**config.mk**
```make
export PLATFORM = sky130hd
export DESIGN_NAME = div_arbiter_ctrl
export DESIGN_NICKNAME = d
export VERILOG_FILES = /design/src/rtl/div_arbiter_ctrl_pkg.sv /design/src/rtl/div_arbiter_ctrl_arb.sv /design/src/rtl/div_arbiter_ctrl.sv
export SDC_FILE = /design/constraint.sdc
export NUM_CORES = 1
export LEC_CHECK = 0
export CORE_UTILIZATION = 40
export DETAILED_ROUTE_END_ITERATION = 16
export PLACE_DENSITY = 0.88
export SYNTH_ARGS = -nofsm -noshare
export SYNTH_HDL_FRONTEND = slang
export SYNTH_SLANG_ARGS = --single-unit
```
**constraint.sdc**
```tcl
create_clock -name clk -period 3.95 [get_ports clk]
set_clock_uncertainty 0.1 [all_clocks]
set_input_delay 1.185 -clock clk [delete_from_list [all_inputs] [get_ports clk]]
set_output_delay 1.185 -clock clk [all_outputs]
set_load 0.03 [all_outputs]
```
**src/rtl/div_arbiter_ctrl_pkg.sv**
```systemverilog
// Shared types and helpers for the two-requester divider arbiter/controller.
// Holds the FSM state encoding and the round-robin grant rule.
package div_arbiter_ctrl_pkg;

  localparam int NREQ = 2;

  typedef enum logic [1:0] {
    ST_IDLE  = 2'd0,
    ST_ISSUE = 2'd1,
    ST_WAIT  = 2'd2,
    ST_RESP  = 2'd3
  } state_t;

  // A lone requester always wins; on contention the pointer picks the winner.
  function automatic logic [NREQ-1:0] rr_grant(input logic [NREQ-1:0] valid,
                                               input logic ptr);
    logic [NREQ-1:0] g;
    g = '0;
    case (valid)
      2'b01:   g = 2'b01;
      2'b10:   g = 2'b10;
      2'b11:   g = ptr ? 2'b10 : 2'b01;
      default: g = '0;
    endcase
    return g;
  endfunction

endpackage

```
**src/rtl/div_arbiter_ctrl_arb.sv**
```systemverilog
// Two-input round-robin arbiter. The pointer moves to the requester that did
// not own the transaction, and only when the owning response completes.
module div_rr_arbiter
  import div_arbiter_ctrl_pkg::*;
(
  input  logic            clk,
  input  logic            rst,
  input  logic [NREQ-1:0] valid,
  input  logic            advance,
  input  logic            last_owner,
  output logic [NREQ-1:0] grant,
  output logic            ptr
);

  always_ff @(posedge clk or posedge rst) begin
    if (rst) begin
      ptr <= 1'b0;
    end else if (advance) begin
      ptr <= ~last_owner;
    end
  end

  assign grant = rr_grant(valid, ptr);

endmodule

```
**src/rtl/div_arbiter_ctrl.sv**
```systemverilog
// Shares one iterative divider core between two requesters: arbitrates,
// issues a start pulse, waits for done (with watchdog) and returns the result.
module div_arbiter_ctrl
  import div_arbiter_ctrl_pkg::*;
#(
  parameter int WIDTH   = 8,
  parameter int TIMEOUT = 32
) (
  input  logic                  clk,
  input  logic                  rst,
  // Handshakes: a transfer happens on a rising edge where valid && ready.
  input  logic [NREQ-1:0]       req_valid,
  output logic [NREQ-1:0]       req_ready,
  input  logic [NREQ*WIDTH-1:0] req_dividend,
  input  logic [NREQ*WIDTH-1:0] req_divisor,
  output logic                  div_start,
  output logic [WIDTH-1:0]      div_dividend,
  output logic [WIDTH-1:0]      div_divisor,
  input  logic                  div_done,
  input  logic [WIDTH-1:0]      div_quotient,
  input  logic [WIDTH-1:0]      div_remainder,
  output logic [NREQ-1:0]       rsp_valid,
  input  logic [NREQ-1:0]       rsp_ready,
  output logic [WIDTH-1:0]      rsp_quotient,
  output logic [WIDTH-1:0]      rsp_remainder,
  output logic                  rsp_dbz,
  output logic                  rsp_err,
  output logic                  busy,
  output logic [1:0]            fsm_state
);

  localparam int WD_W = (TIMEOUT > 2) ? $clog2(TIMEOUT) : 1;
  localparam logic [WD_W-1:0] WD_LAST = WD_W'(TIMEOUT - 1);

  state_t            state, state_nx;
  logic [NREQ-1:0]   grant;
  logic              ptr;
  logic              owner;
  logic [WD_W-1:0]   wd;
  logic              sel_owner;
  logic [WIDTH-1:0]  sel_dividend, sel_divisor;
  logic              handshake, accept, wd_expired;

  div_rr_arbiter u_arb (
    .clk        (clk),
    .rst        (rst),
    .valid      (req_valid),
    .advance    (accept),
    .last_owner (owner),
    .grant      (grant),
    .ptr        (ptr)
  );

  assign sel_owner    = grant[1];
  assign sel_dividend = sel_owner ? req_dividend[2*WIDTH-1:WIDTH] : req_dividend[WIDTH-1:0];
  assign sel_divisor  = sel_owner ? req_divisor[2*WIDTH-1:WIDTH]  : req_divisor[WIDTH-1:0];

  assign handshake  = (state == ST_IDLE) && (|grant);
  assign accept     = (state == ST_RESP) && rsp_ready[owner];
  assign wd_expired = (wd == WD_LAST);

  // Gated by rst so the accept is low the instant reset is applied.
  assign req_ready = ((state == ST_IDLE) && !rst) ? grant : '0;
  assign div_start = (state == ST_ISSUE);
  assign rsp_valid = (state == ST_RESP) ? (owner ? 2'b10 : 2'b01) : 2'b00;
  assign busy      = (state != ST_IDLE);
  assign fsm_state = state;

  always_ff @(posedge clk or posedge rst) begin
    if (rst) begin
      state <= ST_IDLE;
    end else begin
      state <= state_nx;
    end
  end

  always_comb begin
    state_nx = state;
    case (state)
      ST_IDLE:  if (handshake) state_nx = (sel_divisor == '0) ? ST_RESP : ST_ISSUE;
      ST_ISSUE: state_nx = ST_WAIT;
      ST_WAIT:  if (div_done || wd_expired) state_nx = ST_RESP;
      ST_RESP:  if (accept) state_nx = ST_IDLE;
      default:  state_nx = ST_IDLE;
    endcase
  end

  always_ff @(posedge clk or posedge rst) begin
    if (rst) begin
      owner         <= 1'b0;
      wd            <= '0;
      div_dividend  <= '0;
      div_divisor   <= '0;
      rsp_quotient  <= '0;
      rsp_remainder <= '0;
      rsp_dbz       <= 1'b0;
      rsp_err       <= 1'b0;
    end else begin
      case (state)
        ST_IDLE: begin
          if (handshake) begin
            owner        <= sel_owner;
            div_dividend <= sel_dividend;
            div_divisor  <= sel_divisor;
            if (sel_divisor == '0) begin
              rsp_quotient  <= '1;
              rsp_remainder <= sel_dividend;
              rsp_dbz       <= 1'b1;
              rsp_err       <= 1'b0;
            end
          end
        end
        ST_ISSUE: wd <= '0;
        ST_WAIT: begin
          wd <= wd + 1'b1;
          // A done arriving on the last watchdog cycle still counts as success.
          if (div_done) begin
            rsp_quotient  <= div_quotient;
            rsp_remainder <= div_remainder;
            rsp_dbz       <= 1'b0;
            rsp_err       <= 1'b0;
          end else if (wd_expired) begin
            rsp_quotient  <= '0;
            rsp_remainder <= '0;
            rsp_dbz       <= 1'b0;
            rsp_err       <= 1'b1;
          end
        end
        ST_RESP: begin
          if (accept) begin
            rsp_quotient  <= '0;
            rsp_remainder <= '0;
            rsp_dbz       <= 1'b0;
            rsp_err       <= 1'b0;
          end
        end
        default: ;
      endcase
    end
  end

endmodule
```
==> results of run 1 <==
final cells by class:
type,count,area share
flip-flops and latches,43,0.322
multi-input cells,155,0.310
repair buffers,101,0.299
well taps,70,0.0262
clock buffers,6,0.0217
inverters,10,0.0112
clock inverters,1,0.00900
metrics by stage:
stage | utilization | cells | hold WS [ns] | setup slack, ns
5_1_grt | 0.641 | 386 | 0.408 | 0.215
4_1_cts | 0.641 | 386 | 0.383 | 0.0147
2_1_floorplan | - | 221 | 0.344 | 0.262
6_report | 0.641 | 386 | 0.379 | 0.323
3_3_place_gp | 0.621 | 379 | 0.359 | 0.0948
3_5_place_dp | 0.621 | 379 | 0.365 | 0.0161
worst paths after layout:
check	start	endpoint	slack (ns)	cells past startpoint
hold / removal	rsp_dbz	rsp_dbz	0.38	2
setup / recovery	req_valid[1]	req_ready[0]	0.32	4
hold reg to reg	rsp_dbz	rsp_dbz	0.38	2
max in group asynchronous	rst	owner	1.84	2
min in group asynchronous	rst	div_dividend[3]	1.36	2
setup reg to reg	fsm_state[0]	rsp_remainder[1]	1.55	8
flip-flops by register name, summed over array words and instances, names as in the netlist, 2 cells and up:
register,count
div_divisor,8
rsp_remainder,8
wd,5
rsp_quotient,8
div_dividend,8
fsm_state,2
cells in the final DEF (no fill, tap or decap), drive strengths merged, types with 8 or more instances in the layout:
master	netlist	layout
clkdlybuf4s50	0	94
mux2i	18	18
o21ai	44	44
dfrtp	43	43
a2bb2oi	8	8
nand2	42	42
a21oi	9	9
inv	10	10
routing by layer:
metal | up-vias | routed length [um]
met5 | - | 0
met4 | 0 | 93
met3 | 11 | 376
met2 | 75 | 2660
met1 | 907 | 2340
li1 | 971 | -
where the power goes:
part	switching, mW	internal (mW)	total (mW)
registers	0.111	0.645	0.757
logic	1.02	0.704	1.72
clock network	0.142	0.185	0.327
cells by family after synthesis:
group / synth area share
AOI/OAI and AO/OA: 0.217
and+or+nand+nor: 0.131
DFF: 0.486
buffers and inverters: 0.0503
muxes: 0.0814
adders and majority gates: 0.0339
critical path, cell delays in order:
cell	delay, ns
sky130_fd_sc_hd__clkdlybuf4s50_1	0.43
sky130_fd_sc_hd__buf_4	0.16
sky130_fd_sc_hd__a2111oi_1	0.33
sky130_fd_sc_hd__buf_4	0.23
==> summary.md, run 1 <==
| Metric | Value |
|---|---|
| Data arrival at the endpoint of the critical path | 2.34 ns |
| Synthesized flop and latch total | 43 |
| H-tree depth | 2 |
| Met3 usage in global routing | 0.0515 |
| Most frequent cells after synthesis | 43 x sky130_fd_sc_hd__dfrtp_1, 42 x sky130_fd_sc_hd__nand2_1, 27 x sky130_fd_sc_hd__o21ai_0 |
| Pleak | 1.46 nW |
| Transition time at the pin with the least slew margin | 0.884 ns |
| RSZ-0062 raised after global routing | no |
| Sequential share of the synthesized area | 0.486 |
| Synth Flop Type | sky130_fd_sc_hd__dfrtp_1 |
| Number of hold-repair buffers added at the cts stage | 0 |
| Fraction of synthesized cell area taken by the top area cell type | 0.486 |
| Number of standard-cell rows in the floorplan | 26 |
| Worst Setup Path Type | input pin to primary output |
| Violation count after the first detailed-routing iteration | 75 |
| Cell count after synthesis | 221 |
| Post-route setup TNS | 0 ns |
| Via/cell ratio | 5.09 |
| Count of synthesis-stage warnings from yosys | 0 |
| Post-route clock period utilization | 0.918 |
| Design Area, Final | 3340 um2 |
| Final setup vio count | 0 |
| CTS tree | built |
| Die boundary width | 76.4 um |
| Pwr Total | 2.80 mW |
| Critical Path Start Type | input pin |
| Number of top-level pins | 97 |
| Core ar. | 5200 um2 |
| Area Overhead vs Synth | 50.8% |
| Clock insertion delay at the later pin of the skew report | 0.29 ns |
| Routed wire length | 5470 um |
| Overflow after GRT | 0 |
| First-pass GRT wire length | 9250 um |
| Postcts setup bufs | 0 |
| Largest fanout of any net on the critical path | 4 |
| Cell area after placement | 3230 um2 |
| Ant diodes | 0 |
| Via count of the first global-routing pass | 1,927 |
| Share of async-settable or async-resettable flops after synthesis | 1.00 |
| Number of cells upsized or downsized after cts | 0 |
| Global router's overall resource usage | 0.201 |
| Library cell with the highest instance count after synthesis | sky130_fd_sc_hd__dfrtp_1 |
| Time the worst path needs with I/O delays and setup | 3.63 ns |
| Power density over the cells | 840 nW/um2 |
| Number of antenna-violating nets in the routed design | 0 |
| Met2 usage | 0.341 |
| Number of CTS-inserted buffers | 5 |
| Filler cell count in the final layout | 433 |
| Total standard cell area after synthesis | 2210 um2 |
| Distinct cell type count after synthesis | 31 |
| Floorplan die area | 5830 um2 |
| Count of flip-flops with a built-in enable after synthesis | 0 |
| Pin count of the biggest net entering global routing | 44 |
| Leading post-synthesis cells by cell area | sky130_fd_sc_hd__dfrtp_1 49%, sky130_fd_sc_hd__mux2i_1 8.1%, sky130_fd_sc_hd__nand2_1 7.1%, sky130_fd_sc_hd__o21ai_0 6.1%, sky130_fd_sc_hd__o21ai_2 4.7% |
| Post-detailed-placement half-perimeter wirelength | 4190 um |
| Post-CTS clock slew at the launch and capture registers of the worst setup and hold paths | 0.07 ns |
| Grt met1 use | 0.252 |
| Data required time at the worst endpoint | 2.66 ns |
| Initial Util | 0.425 |
| Max-Slew Margin vs Limit | 0.410 |
| Chip Height | 76.4 um |
| Max Root-Sink Buffers | 2 |
| Max-capacitance violation count | 0 |
| Sequential Area | 1080 um2 |
| Final #Nets | 377 |
| Clock Root Buffer | sky130_fd_sc_hd__clkbuf_8 |
| Result of the run | complete, no violations |
| Final max-slew violation count | 0 |
| Number of antenna violations at the first check in global routing | 0 |
| Share of final-layout standard cells stronger than drive strength 1 | 0.108 |
| Number of clock sinks seen by CTS | 43 |
| Vias post-DR | 1,964 |
| Hold WC Path Type | flip-flop to flip-flop |
| Count of TritonRoute iterations in the first routing pass | 4 |
| Final weighted congestion in routability-driven placement | 0.770 |
| WL/cell | 14.2 um |
| Final Hold Violating Endpoints | 0 |
| Area leader, netlist | sky130_fd_sc_hd__dfrtp_1 |
| Post-Syn Area per Cell | 10.0 um2 |
| Area occupied by multi-input gates | 1030 um2 |
| Count of input and output buffers | 96 |
| Most congested layer reported by global routing | met2 |
| Peak supply drop | 0.451 mV |
| Total DRC errors in the routed layout | 0 |
| Net count after synthesis | 282 |
| Crit path capture type | primary output |
| Top achievable clock speed | 276 MHz |
Note: power is estimated with default switching activity, not from simulation.
==> run 2, diff against run 1 <==
--- a/config.mk
+++ b/config.mk
@@ -5,9 +5,9 @@
 export SDC_FILE = /design/constraint.sdc
 export NUM_CORES = 1
 export LEC_CHECK = 0
-export CORE_UTILIZATION = 40
+export CORE_UTILIZATION = 45
 export DETAILED_ROUTE_END_ITERATION = 16
-export PLACE_DENSITY = 0.88
+export PLACE_DENSITY = 0.95
 export SYNTH_ARGS = -nofsm -noshare
 export SYNTH_HDL_FRONTEND = slang
 export SYNTH_SLANG_ARGS = --single-unit
==> summary.md, run 2 (same netlist as run 1, synthesis figures left out) <==
| Metric | Value |
|---|---|
| Max Root-Sink Buffers | 2 (unchanged) |
| Post-Route Utilization | 0.700 (+0.0593) |
| Share of power burned in registers | 0.276 (+0.006) |
| WL/cell | 15.0 um (+5.8%) |
| Final Hold Violating Endpoints | 0 (unchanged) |
| Via/cell ratio | 5.18 (+1.7%) |
| First-pass GRT wire length | 9040 um (-2.2%) |
| Peak supply drop | 0.448 mV (-0.61%) |
| Transition time at the pin with the least slew margin | 0.901 ns (+0.0172 ns) |
| Postcts setup bufs | 0 (unchanged) |
| Hold WC Path Type | flip-flop to flip-flop |
| Share of power burned in combinational logic | 0.628 (+0.015) |
| Via count of the first global-routing pass | 1,873 (-2.8%) |
| Final weighted congestion in routability-driven placement | 0.774 (+0.43%) |
| Initial Util | 0.469 (+0.0434) |
| Clock insertion delay at the later pin of the skew report | 0.29 ns (about the same) |
| Area Overhead vs Synth | 49.5% |
| Share of final-layout standard cells stronger than drive strength 1 | 0.107 (-0.000339) |
| Final #Nets | 377 (unchanged) |
| Grt met1 use | 0.271 (+0.0196) |
| Most congested layer reported by global routing | met2 |
| Number of CTS-inserted buffers | 5 (unchanged) |
| Top achievable clock speed | 271 MHz (-1.7%) |
| Number of clock sinks seen by CTS | 43 (unchanged) |
| Total net switching power | 1.30 mW (+2.3%) |
| Filler cell count in the final layout | 368 (-15%) |
| CTS tree | built |
| Pwr Total | 2.77 mW (-1.1%) |
| RSZ-0062 raised after global routing | no |
| Count of TritonRoute iterations in the first routing pass | 6 (+2) |
| Crit-path max cell delay | 0.43 ns (about the same) |
| Time the worst path needs with I/O delays and setup | 3.69 ns (+0.0610 ns) |
| Worst Setup Path Type | input pin to primary output |
| Met2 usage | 0.399 (+0.0582) |
| Pin count of the biggest net entering global routing | 44 (unchanged) |
| Sequential Area | 1080 um2 (unchanged) |
| P_int | 1.47 mW (-4.0%) |
| Chip Height | 72.1 um (-5.6%) |
| Power density over the cells | 838 nW/um2 (-0.28%) |
| Number of antenna violations at the first check in global routing | 0 (unchanged) |
| Final max-slew violation count | 0 (unchanged) |
| Max-capacitance violation count | 0 (unchanged) |
| Data required time at the worst endpoint | 2.66 ns (about the same) |
| Post-detailed-placement half-perimeter wirelength | 4350 um (+3.8%) |
| Crit-path cells | clkdlybuf4s50_1 > inv_1 > o21ai_2 > nor3_1 > dlygate4sd2_1 |
| Pleak | 1.44 nW (-1.5%) |
| Register-to-register setup slack | 1.53 ns (-0.02 ns) |
| Most frequent cells in the layout | 94 x sky130_fd_sc_hd__clkdlybuf4s50_1, 43 x sky130_fd_sc_hd__dfrtp_1, 42 x sky130_fd_sc_hd__nand2_1 |
| Count of input and output buffers | 96 (unchanged) |
| Clock Root Buffer | sky130_fd_sc_hd__clkbuf_8 |
| Crit path capture type | primary output |
| Routed wire length | 5760 um (+5.2%) |
| Total DRC errors in the routed layout | 0 (unchanged) |
| Area occupied by multi-input gates | 1030 um2 (unchanged) |
| Switching Fraction | 0.469 (+0.0158) |
| Ant diodes | 0 (unchanged) |
| Final setup vio count | 0 (unchanged) |
| Vias post-DR | 1,988 (+1.2%) |
| Max-Slew Margin vs Limit | 0.399 (-0.0115) |
| Share of total power in the clock network | 0.097 (-0.020) |
| Core ar. | 4720 um2 (-9.3%) |
| Post-CTS clock slew at the launch and capture registers of the worst setup and hold paths | 0.08 ns (about the same) |
| Number of antenna-violating nets in the routed design | 0 (unchanged) |
| Data arrival at the endpoint of the critical path | 2.40 ns (+0.06 ns) |
| Result of the run | complete, no violations |
| H-tree depth | 2 (unchanged) |
| Floorplan die area | 5200 um2 (-11%) |
| Number of top-level pins | 97 (unchanged) |
| Overflow after GRT | 0 (unchanged) |
| Post-route clock period utilization | 0.934 (+0.0154) |
| Met3 usage in global routing | 0.0611 (+0.00961) |
| Slowest CP cell | sky130_fd_sc_hd__clkdlybuf4s50_1 |
| Die boundary width | 72.1 um (-5.6%) |
| Number of standard-cell rows in the floorplan | 25 (-3.8%) |
| Commonest non-fill, non-tap cell in the layout | sky130_fd_sc_hd__clkdlybuf4s50_1 |
| Largest fanout of any net on the critical path | 3 (-1) |
| Global router's overall resource usage | 0.228 (+0.0275) |
| Violation count after the first detailed-routing iteration | 146 (+95%) |
| Critical Path Start Type | input pin |
[run 2: cell count changes in the layout (fill, tap and decap cells not counted)]
cell | previous run | this run
sky130_fd_sc_hd__clkinv_2 | 0 | 1
sky130_fd_sc_hd__dlygate4sd2_1 | 0 | 1
sky130_fd_sc_hd__clkbuf_1 | 1 | 2
sky130_fd_sc_hd__dlymetal6s2s_1 | 1 | 0
sky130_fd_sc_hd__bufinv_16 | 1 | 0
[run 2: layout make-up]
class | instances | share of cell area
Clock buffer | 7 | 0.0231
Timing Repair Buffer | 101 | 0.301
Inverter | 10 | 0.0113
Multi-Input combinational cell | 155 | 0.313
Sequential cell | 43 | 0.325
Clock inverter | 1 | 0.00151
Tap cell | 67 | 0.0253
[run 2: final timing paths]
path | end | depth (start not counted) | startpoint
min in group asynchronous | div_divisor[4] | 2 | rst
max reg2reg | rsp_quotient[5] | 7 | fsm_state[0]
max in group asynchronous | wd[1] | 2 | rst
max | req_ready[1] | 5 | req_valid[0]
min reg2reg | rsp_remainder[4] | 2 | rsp_remainder[4]
min | rsp_remainder[4] | 2 | rsp_remainder[4]
[run 2: stage by stage]
step	setup TNS, ns	instance area, um2	worst slack [ns]	hold WS, ns	std cells
2_1_floorplan	0	2210	0.262	0.344	221
3_3_place_gp	0	3230	0.0956	0.359	376
3_5_place_dp	-0.00779	3230	-0.00779	0.364	376
4_1_cts	0	3310	0.283	0.381	384
5_1_grt	0	3310	0.193	0.408	384
6_report	0	3310	0.262	0.380	384
[run 2: power groups by stage]
stage	clock, mW	combinational [mW]	sequential, mW
floorplan	0	0.829	1.11
CTS	0.276	1.75	0.766
finish	0.268	1.74	0.764
global placement	0	1.70	0.759
global route	0.300	1.87	0.788
detailed placement	0	1.75	0.773
[run 2: layer usage]
metal | vias up | routed length, um
li1 | 974 | -
met1 | 926 | 2390
met4 | 0 | 108
met2 | 77 | 2880
met5 | - | 0
met3 | 11 | 372
[run 2: critical path, delay by kind of cell]
family / cells / cell delay, ns
compound gates: 1 / 0.08
simple gates: 1 / 0.16
buf+inv: 3 / 0.98
[run 2: timing repair]
action	CTS	global route
hold buffers	0	0
setup endpoints to repair	1	0
gates resized for setup	1	0
endpoints found under the hold margin	0	0
==> run 3, diff against run 2 <==
--- a/config.mk
+++ b/config.mk
@@ -8,6 +8,8 @@
 export CORE_UTILIZATION = 45
 export DETAILED_ROUTE_END_ITERATION = 16
 export PLACE_DENSITY = 0.95
+export SKIP_CTS_REPAIR_TIMING = 1
+export SLEW_MARGIN = 20
 export SYNTH_ARGS = -nofsm -noshare
 export SYNTH_HDL_FRONTEND = slang
 export SYNTH_SLANG_ARGS = --single-unit
==> summary.md, run 3 (same netlist as run 1, synthesis figures left out) <==
| Metric | Value |
|---|---|
| Via/cell ratio | 5.17 (about the same) |
| Vias post-DR | 1,987 (-0.050%) |
| Area Overhead vs Synth | 49.6% |
| Power density over the cells | 837 nW/um2 (about the same) |
| Cell class contributing the biggest share of worst-path delay | buffers and inverters |
| Number of standard-cell rows in the floorplan | 25 (unchanged) |
| Number of antenna violations at the first check in global routing | 0 (unchanged) |
| Critical Path Start Type | input pin |
| Time the worst path needs with I/O delays and setup | 3.67 ns (-0.0175 ns) |
| Share of power burned in combinational logic | 0.628 (about the same) |
| Max Root-Sink Buffers | 2 (unchanged) |
| Post-route clock period utilization | 0.929 (-0.00444) |
| Post-detailed-placement half-perimeter wirelength | 4350 um (unchanged) |
| First-pass GRT wire length | 9040 um (unchanged) |
| RSZ-0062 raised after global routing | no |
| Crit-path max cell delay | 0.49 ns (+0.06 ns) |
| Most congested layer reported by global routing | met2 |
| Share of power burned in registers | 0.276 (about the same) |
| Peak supply drop | 0.447 mV (-0.29%) |
| Met2 usage | 0.399 (unchanged) |
| Hold WC Path Type | flip-flop to flip-flop |
| CTS tree | built |
| Switching Fraction | 0.468 (about the same) |
| Crit-path cells | clkdlybuf4s50_1 > inv_1 > a2111oi_1 > buf_4 |
| Max-capacitance violation count | 0 (unchanged) |
| Final max-slew violation count | 0 (unchanged) |
| Clock Root Buffer | sky130_fd_sc_hd__clkbuf_8 |
| H-tree depth | 2 (unchanged) |
| Commonest non-fill, non-tap cell in the layout | sky130_fd_sc_hd__clkdlybuf4s50_1 |
| Most frequent cells in the layout | 94 x sky130_fd_sc_hd__clkdlybuf4s50_1, 43 x sky130_fd_sc_hd__dfrtp_1, 42 x sky130_fd_sc_hd__nand2_1 |
| Pwr Total | 2.77 mW (about the same) |
| Chip Height | 72.1 um (unchanged) |
| Final #Nets | 377 (unchanged) |
| Number of antenna-violating nets in the routed design | 0 (unchanged) |
| Routed wire length | 5760 um (about the same) |
| P_int | 1.47 mW (about the same) |
| Post-CTS clock slew at the launch and capture registers of the worst setup and hold paths | 0.08 ns (about the same) |
| Top achievable clock speed | 272 MHz (+0.48%) |
| Floorplan die area | 5200 um2 (unchanged) |
| Via count of the first global-routing pass | 1,873 (unchanged) |
| Max-Slew Margin vs Limit | 0.399 (about the same) |
| Data arrival at the endpoint of the critical path | 2.39 ns (about the same) |
| Count of TritonRoute iterations in the first routing pass | 6 (unchanged) |
| Grt met1 use | 0.271 (unchanged) |
| Count of input and output buffers | 96 (unchanged) |
| Final weighted congestion in routability-driven placement | 0.774 (unchanged) |
| Ant diodes | 0 (unchanged) |
| Number of CTS-inserted buffers | 5 (unchanged) |
| Number of top-level pins | 97 (unchanged) |
| Final Hold Violating Endpoints | 0 (unchanged) |
| Total DRC errors in the routed layout | 0 (unchanged) |
| Slowest CP cell | sky130_fd_sc_hd__clkdlybuf4s50_1 |
| Final setup vio count | 0 (unchanged) |
| Die boundary width | 72.1 um (unchanged) |
| Transition time at the pin with the least slew margin | 0.901 ns (+0.000198 ns) |
| Met3 usage in global routing | 0.0611 (unchanged) |
| Core ar. | 4720 um2 (unchanged) |
| Pin count of the biggest net entering global routing | 44 (unchanged) |
| Largest fanout of any net on the critical path | 3 (unchanged) |
| Total net switching power | 1.30 mW (about the same) |
| Global router's overall resource usage | 0.228 (unchanged) |
| Data required time at the worst endpoint | 2.66 ns (about the same) |
| Filler cell count in the final layout | 368 (unchanged) |
| Initial Util | 0.469 (unchanged) |
| Number of clock sinks seen by CTS | 43 (unchanged) |
| Pleak | 1.45 nW (+0.90%) |
| Share of total power in the clock network | 0.097 (about the same) |
| Post-route setup TNS | 0 ns (unchanged) |
| Share of final-layout standard cells stronger than drive strength 1 | 0.107 (unchanged) |
| Worst Setup Path Type | input pin to primary output |
| Violation count after the first detailed-routing iteration | 139 (-4.8%) |
| Clock insertion delay at the later pin of the skew report | 0.29 ns (about the same) |
| WL/cell | 15.0 um (about the same) |
| Crit path capture type | primary output |
| Post-Route Utilization | 0.701 (+0.000795) |
| Overflow after GRT | 0 (unchanged) |
| Number of buffer and inverter stages on the critical path | 3 (unchanged) |
| Result of the run | complete, no violations |
==> run 3: routing by layer <==
layer	share of wire	vias up
met5	0	-
met1	0.41	927
met2	0.50	73
li1	-	974
met4	0.020	0
met3	0.064	13
==> run 3: area by class of cell <==
| class | count | area (um2) | share of cell area |
|---|---|---|---|
| clock inverter | 1 | 5.00 | 0.00151 |
| inverter | 10 | 37.5 | 0.0113 |
| timing repair buffer | 101 | 998 | 0.301 |
| sequential | 43 | 1080 | 0.325 |
| clock buffer | 7 | 76.3 | 0.0230 |
| tap | 67 | 83.8 | 0.0253 |
| multi-input combinational | 155 | 1030 | 0.312 |
==> run 3: path summary, 6_finish.rpt <==
check / startpoint / endpoint / slack [ns] / depth (start not counted)
max: req_valid[0] / req_ready[0] / 0.28 / 4
min: rsp_remainder[4] / rsp_remainder[4] / 0.38 / 2
max reg2reg: fsm_state[0] / rsp_quotient[5] / 1.53 / 7
min reg2reg: rsp_remainder[4] / rsp_remainder[4] / 0.38 / 2
max in group asynchronous: rst / wd[1] / 1.80 / 2
min in group asynchronous: rst / div_divisor[4] / 1.38 / 2
==> run 3: through the flow <==
step	instances	instance area [um2]	setup WS [ns]	hold slack [ns]
2_1_floorplan	221	2210	0.262	0.344
4_1_cts	384	3310	-0.00781	0.381
3_3_place_gp	376	3230	0.0956	0.359
5_1_grt	384	3310	0.232	0.408
6_report	384	3310	0.279	0.380
3_5_place_dp	376	3230	-0.00779	0.364
==> run 3: power groups by stage <==
stage / Sequential (mW) / Clock, mW / Combinational, mW
finish: 0.764 / 0.268 / 1.74
global route: 0.788 / 0.300 / 1.87
CTS: 0.766 / 0.276 / 1.75
detailed placement: 0.773 / 0 / 1.75
global placement: 0.759 / 0 / 1.70
floorplan: 1.11 / 0 / 0.829
==> run 3: worst min-delay path: cells and delay by family, from the launching register on <==
family          cells  cell delay, ns
flops               1            0.35
compound gates      1            0.05
simple gates        1            0.06
